[src/rtl/pipe_ctrl.sv]
// pipe_ctrl -- pipeline hazard / stall / flush controller.
//
// Purpose:
//   Detects read-after-write hazards between the ID-stage sources and the
//   EX/MEM destinations, tracks memory stalls with a bounded wait FSM that
//   aborts an access after MAX_WAIT stall cycles, prioritises
//   stall > branch flush > hazard bubble for the freeze/flush controls,
//   and counts front-end freeze cycles in a saturating statistics counter.
//
// Parameters:
//   MAX_WAIT  maximum memory-stall cycles per access (2..255)
//   CNT_W     width of stallCount
//
// Ports:
//   clk, rst                 clock, synchronous active-high reset
//   src1, src2, twoSrc       ID-stage sources (src2 valid when twoSrc=1)
//   exWbEn, exMemRead, exDest EX-stage writeback enable, load flag, destination
//   memWbEn, memDest         MEM-stage writeback enable, destination
//   branchTaken              branch resolved taken in EX
//   memReq, memReady         MEM-stage data access request / SRAM completion
//   statClr                  synchronous clear of stallCount
//   hazard                   RAW hazard bubble request
//   freezeIF..freezeEXMEM    stage freeze controls
//   flushIFID, flushIDEX     stage flush controls
//   memStall                 memory access in progress, pipeline held
//   memTimeout               sticky: an access was aborted (cleared by rst)
//   stallCount               saturating count of freezeIF cycles
//
// Build option:
//   PIPE_CTRL_FORWARDING_EN  when defined, only load-use hazards in EX are
//                            reported; MEM-stage matches are ignored.

module pipe_ctrl #(
    parameter int MAX_WAIT = 15,
    parameter int CNT_W    = 16
) (
    input  logic             clk,
    input  logic             rst,
    input  logic [3:0]       src1,
    input  logic [3:0]       src2,
    input  logic             twoSrc,
    input  logic             exWbEn,
    input  logic             exMemRead,
    input  logic [3:0]       exDest,
    input  logic             memWbEn,
    input  logic [3:0]       memDest,
    input  logic             branchTaken,
    input  logic             memReq,
    input  logic             memReady,
    input  logic             statClr,
    output logic             hazard,
    output logic             freezeIF,
    output logic             freezeIFID,
    output logic             freezeIDEX,
    output logic             freezeEXMEM,
    output logic             flushIFID,
    output logic             flushIDEX,
    output logic             memStall,
    output logic             memTimeout,
    output logic [CNT_W-1:0] stallCount
);

    typedef enum logic [1:0] {
        S_RUN,
        S_WAIT,
        S_ABORT
    } state_t;

    localparam logic [8:0] MAX_WAIT_9 = 9'(MAX_WAIT);

    state_t     state;
    logic [7:0] wait_count;
    logic       raw_hazard;
    logic       mem_stall;

    function automatic logic [CNT_W-1:0] sat_inc(input logic [CNT_W-1:0] v);
        return (v == {CNT_W{1'b1}}) ? v : v + 1'b1;
    endfunction

    // Source/destination match. With forwarding, only a load in EX cannot
    // be bypassed, so everything else is left to the forwarding network.
    always_comb begin
        raw_hazard = 1'b0;
`ifdef PIPE_CTRL_FORWARDING_EN
        if (exMemRead && ((src1 == exDest) || (twoSrc && (src2 == exDest))))
            raw_hazard = 1'b1;
`else
        if (exWbEn && ((src1 == exDest) || (twoSrc && (src2 == exDest))))
            raw_hazard = 1'b1;
        if (memWbEn && ((src1 == memDest) || (twoSrc && (src2 == memDest))))
            raw_hazard = 1'b1;
`endif
    end

    // memStall is a Mealy output: it must hold the pipeline in the very
    // cycle the unready request appears, before the FSM has moved to WAIT.
    always_comb begin
        mem_stall = 1'b0;
        if (!rst) begin
            case (state)
                S_RUN:   mem_stall = memReq & ~memReady;
                S_WAIT:  mem_stall = ~memReady;
                default: mem_stall = 1'b0;
            endcase
        end
    end

    // Priority: memory stall, then branch flush, then hazard bubble.
    // A branch held through a stall is therefore flushed in the first
    // unstalled cycle without any extra bookkeeping.
    always_comb begin
        hazard      = raw_hazard & ~branchTaken & ~mem_stall & ~rst;
        memStall    = mem_stall;
        freezeIF    = 1'b0;
        freezeIFID  = 1'b0;
        freezeIDEX  = 1'b0;
        freezeEXMEM = 1'b0;
        flushIFID   = 1'b0;
        flushIDEX   = 1'b0;
        if (rst) begin
            // all controls idle during reset
        end else if (mem_stall) begin
            freezeIF    = 1'b1;
            freezeIFID  = 1'b1;
            freezeIDEX  = 1'b1;
            freezeEXMEM = 1'b1;
        end else if (branchTaken) begin
            flushIFID = 1'b1;
            flushIDEX = 1'b1;
        end else if (hazard) begin
            freezeIF   = 1'b1;
            freezeIFID = 1'b1;
            flushIDEX  = 1'b1;
        end
    end

    // Memory wait FSM. Reset mid-WAIT drops the access silently.
    always_ff @(posedge clk) begin
        if (rst) begin
            state      <= S_RUN;
            wait_count <= 8'd0;
            memTimeout <= 1'b0;
        end else begin
            case (state)
                S_RUN: begin
                    if (memReq && !memReady) begin
                        state      <= S_WAIT;
                        wait_count <= 8'd1;
                    end
                end
                S_WAIT: begin
                    if (memReady) begin
                        state      <= S_RUN;
                        wait_count <= 8'd0;
                    end else if (({1'b0, wait_count} + 9'd1) == MAX_WAIT_9) begin
                        state      <= S_ABORT;
                        wait_count <= 8'd0;
                    end else begin
                        wait_count <= wait_count + 8'd1;
                    end
                end
                S_ABORT: begin
                    memTimeout <= 1'b1;
                    state      <= S_RUN;
                end
                default: begin
                    state      <= S_RUN;
                    wait_count <= 8'd0;
                end
            endcase
        end
    end

    // Front-end freeze statistics; clear wins over increment.
    always_ff @(posedge clk) begin
        if (rst || statClr)
            stallCount <= '0;
        else if (freezeIF)
            stallCount <= sat_inc(stallCount);
    end

endmodule

[config.mk]
export PLATFORM = sky130hd
export DESIGN_NAME = pipe_ctrl
export DESIGN_NICKNAME = d
export VERILOG_FILES = /design/src/rtl/pipe_ctrl.sv
export SDC_FILE = /design/constraint.sdc
export NUM_CORES = 1
export LEC_CHECK = 0
export ABC_AREA = 1
export ABC_CLOCK_PERIOD_IN_PS = 2000
export CORE_MARGIN = 2
export CORE_UTILIZATION = 48
export DETAILED_ROUTE_END_ITERATION = 10
export MAX_ROUTING_LAYER = met4
export PLACE_DENSITY = 0.83
export SLEW_MARGIN = 20
export SYNTH_ARGS = -nofsm -noshare
export SYNTH_HDL_FRONTEND = slang
export SYNTH_SLANG_ARGS = --single-unit
[constraint.sdc]
create_clock -name clk -period 2 [get_ports clk]
set_input_delay 0.3 -clock clk [delete_from_list [all_inputs] [get_ports clk]]
set_output_delay 0.3 -clock clk [all_outputs]
set_load 0.1 [all_outputs]
==> out/results.md <==
| Step | Quantity | Value |
|:---|:---|:---|
| outcome | Result of the run | complete, no violations |
| floorplan | Initial standard-cell utilization of the core | 50.7% |
| worst setup path | Startpoint-to-endpoint class of the critical path | in2out |
| final layout | Multi-input gate area | 1150 µm² |
| worst setup path | Worst-path fanout max | 3 |
| place | Dpl cell area | 2530 µm² |
| synthesis | Number of flops mapped to enable cells by yosys | 0 |
| route | Number of detailed-route iterations in the first pass | 5 |
| floorplan | Standard cell core area | 3720 µm² |
| synthesis | Nets in the synthesized netlist | 314 |
| worst setup path | Number of buffer and inverter stages on the critical path | 5 |
| synthesis | Total number of yosys warnings | 0 |
| final layout | Area delta synth->final | 37.9% |
| final layout | Antenna Diode Count | 0 |
| synthesis | Part of the Yosys area used for sequential elements | 28.7% |
| synthesis | Post-Synthesis Cell Area | 1880 µm² |
| synthesis | Cell taking the most area after synthesis | dfxtp_1 |
| sta | Post-route worst hold slack | 440 ps |
| sta | Min Tclk post-route | 1840 ps |
| worst setup path | Stage delay of the slowest cell on the critical path | 450 ps |
| power and ir drop | Largest voltage drop on the vdd net | 269 µV |
| sta | Worst-margin pin slew | 347 ps |
| sta | Endpoints failing setup | 0 |
| global route | Total congestion overflow | 0 |
| clock network | Number of CTS-inserted buffers | 3 |
| worst setup path | Category of the worst setup path capture point | primary output |
| worst setup path | Slowest library cell on the worst path | clkdlybuf4s50_1 |
| final layout | Final-layout fill cell count | 331 |
| synthesis | Top post-synthesis cells by area | dfxtp_1, nand2_1, nand3_1, xor2_1, inv_1 |
| sta | Final number of max-transition violations | 0 |
| worst setup path | Category of the worst setup path launch point | input pin |
| sta | Clock Skew | 2.36 ps |
| clock network | Number of buffers added to fix hold violations after cts | 0 |
| sta | RSZ-0062 raised after global routing | false |
| place | Worst slack at placement | -58.0 ps |
| synthesis | Prevailing post-synth register cell | dfxtp_1 |
| sta | Max Clock Freq | 543 MHz |
| hold path | Kind of path behind the tightest hold check | in2reg |
| clock network | Clock slew at reported path FFs | 80 ps |
| worst setup path | Series of cell instances along the critical path | clkdlybuf4s50_1, nand3_1, inv_2, nor2_2, buf_4, nor2_4, buf_4, buf_12 |
| clock network | CTS Sinks | 27 |
| synthesis | Number of cells produced by synthesis | 285 |
| route | DRT Wirelength | 4260 µm |
| clock network | H-Tree Depth | 1 |
| sta | Fraction of the cycle the final worst path needs | 92.0% |
| sta | Headroom to the max-slew limit | 76.7% |
| job | Count of max-cap constraint violations | 0 |
| synthesis | Share of synthesized flip-flops with an asynchronous set or reset | 0% |
| global route | Maximum number of pins on one net before global-route repair | 17 |
| clock network | Clock buffer depth | 2 |
| clock network | Insertion delay to the later sink of the worst-skew pair | 270 ps |
| synthesis | Count of cell types in the netlist | 27 |
| route | DRT iter0 DRCs | 67 |
| clock network | Root buffer cell | clkbuf_8 |
| sta | Fin worst setup slack | 160 ps |
| global route | Via count of the first global-routing pass | 1,658 |
| worst setup path | Kind of cell adding the most delay to the critical path | buffers and inverters |
| place | Global placer's final weighted congestion | 0.852 |
| power and ir drop | Power density over the cells | 440 nW/µm² |
| sta | Final hold violation count | 0 |
| route | Vias/cell | 4.92 |
| synthesis | Most instantiated library cell after synthesis | nand2_1 |
| floorplan | Number of placement rows | 22 |
| worst setup path | Crit-path most repeated cell | buf_4 |
| floorplan | Die H | 66.7 µm |
| route | DR WL/cell | 10.9 µm |
| worst setup path | Worst Path Required | 1700 ps |
| worst setup path | Arrival time at the worst endpoint | 1540 ps |
| power and ir drop | Leakage power figure | 1.23 nW |
| final layout | Final Instance Area | 2600 µm² |
| final layout | Sequential standard cell area | 561 µm² |
| place | Post-detail-place hpwl | 3280 µm |
| final layout | Number of nets in the layout | 372 |
| synthesis | Number of synthesized register bits | 27 |
| route | DRT antenna net count | 0 |
| route | Total number of vias | 1,919 |
| final layout | Proportion of layout cells with a drive suffix above 1 | 24.9% |
| place | Number of I/O port buffers | 49 |
| worst setup path | Reg2Reg Setup Slack | 240 ps |
| floorplan | Die Outline Area | 4440 µm² |
| synthesis | Commonest cells post-synth | nand2_1, inv_1, nand3_1 |
| global route | Number of antenna violations at the first check in global routing | 0 |
| clock network | TritonCTS clock tree | built |
| floorplan | Ports placed on the boundary | 51 |
| route | Remaining design rule violation count | 0 |
| global route | Tot GR Track Use | 20.4% |
| floorplan | Die X | 66.7 µm |
| synthesis | Mapped Avg Cell Area | 6.61 µm² |
| synthesis | Share of Yosys cell area claimed by the top area cell type | 28.7% |
| global route | Wire length of the first global-routing pass | 7030 µm |
-- state kept, by name, summed over array words and instances, names as in the netlist --
name / count
memTimeout: 1
wait_count: 8
stallCount: 16
state: 2
-- cells by family after synthesis --
kind of cell | count (synthesis) | share of synthesized area (%)
AO/OA/AOI/OAI | 30 | 9.56
XOR/XNOR | 23 | 10.7
adder cells (fa/ha/maj) | 3 | 1.99
buffers and inverters | 47 | 10.8
flip-flops | 27 | 28.7
AND/OR/NAND/NOR | 155 | 38.2
-- cell type report --
class / count / share of cell area [%]
Clock buffer: 4 / 1.73
Inverter: 39 / 5.63
Multi-Input combinational cell: 211 / 44.4
Sequential cell: 27 / 21.6
Tap cell: 48 / 2.31
Timing Repair Buffer: 61 / 24.4
-- path summary, 6_finish.rpt --
path | start | end | cells after the start
max | memReq | memStall | 8
min reg2reg | wait_count[7] | wait_count[7] | 2
min | memReady | state[1] | 2
max reg2reg | stallCount[0] | stallCount[13] | 9
-- power by group --
group,total [W],leakage (nW),switching [W],internal (W)
Combinational,0.000299,0.981,0.000179,0.000119
Sequential,0.000542,0.225,0.00000353,0.000539
Clock,0.000304,0.0228,0.000161,0.000143
-- repair_timing --
item,CTS,global route
setup buffers,1,0
pin swaps,2,7
resized for setup,8,13
setup endpoints to repair,4,11
-- placed cells by master (no fill, tap or decap), types with 3 or more instances in the layout --
cell / netlist / routed
o21ai_0: 4 / 3
dfxtp_2: 0 / 10
dlymetal6s2s_1: 0 / 10
nor2_4: 2 / 3
inv_1: 34 / 31
nor2_2: 3 / 4
xnor2_1: 7 / 7
buf_12: 0 / 8
nand2_2: 4 / 4
xor2_1: 16 / 16
inv_2: 5 / 8
nand2_4: 3 / 3
buf_4: 3 / 29
ha_1: 3 / 3
nand2_1: 75 / 75
a21oi_2: 8 / 8
a21oi_1: 18 / 18
dfxtp_1: 27 / 15
nand4_1: 3 / 3
nand3_1: 31 / 31
nor3_1: 3 / 3
clkdlybuf4s50_1: 0 / 6
nor2_1: 24 / 22
clkbuf_8: 0 / 3
dlygate4sd2_1: 0 / 8
-- stage by stage --
step	total power (W)	TNS (ps)	util, %	instances
global placement	0.000855	-180	68.1	385
global route	0.00119	0	69.9	390
finish	0.00114	0	69.9	390
detailed placement	0.000859	-617	68.1	385
floorplan	0.000732	-284	-	285
CTS	0.00115	0	69.3	390
-- per-layer routing --
| metal | global-route usage [%] | share of wire (%) | vias up |
|---|---|---|---|
| met5 | - | 0 | - |
| met1 | 26.0 | 46 | 857 |
| met3 | 2.20 | 5.7 | 4 |
| li1 | - | - | 1012 |
| met4 | 5.36 | 1.1 | 0 |
| met2 | 34.5 | 48 | 46 |
(Power assumes the default switching activity.)
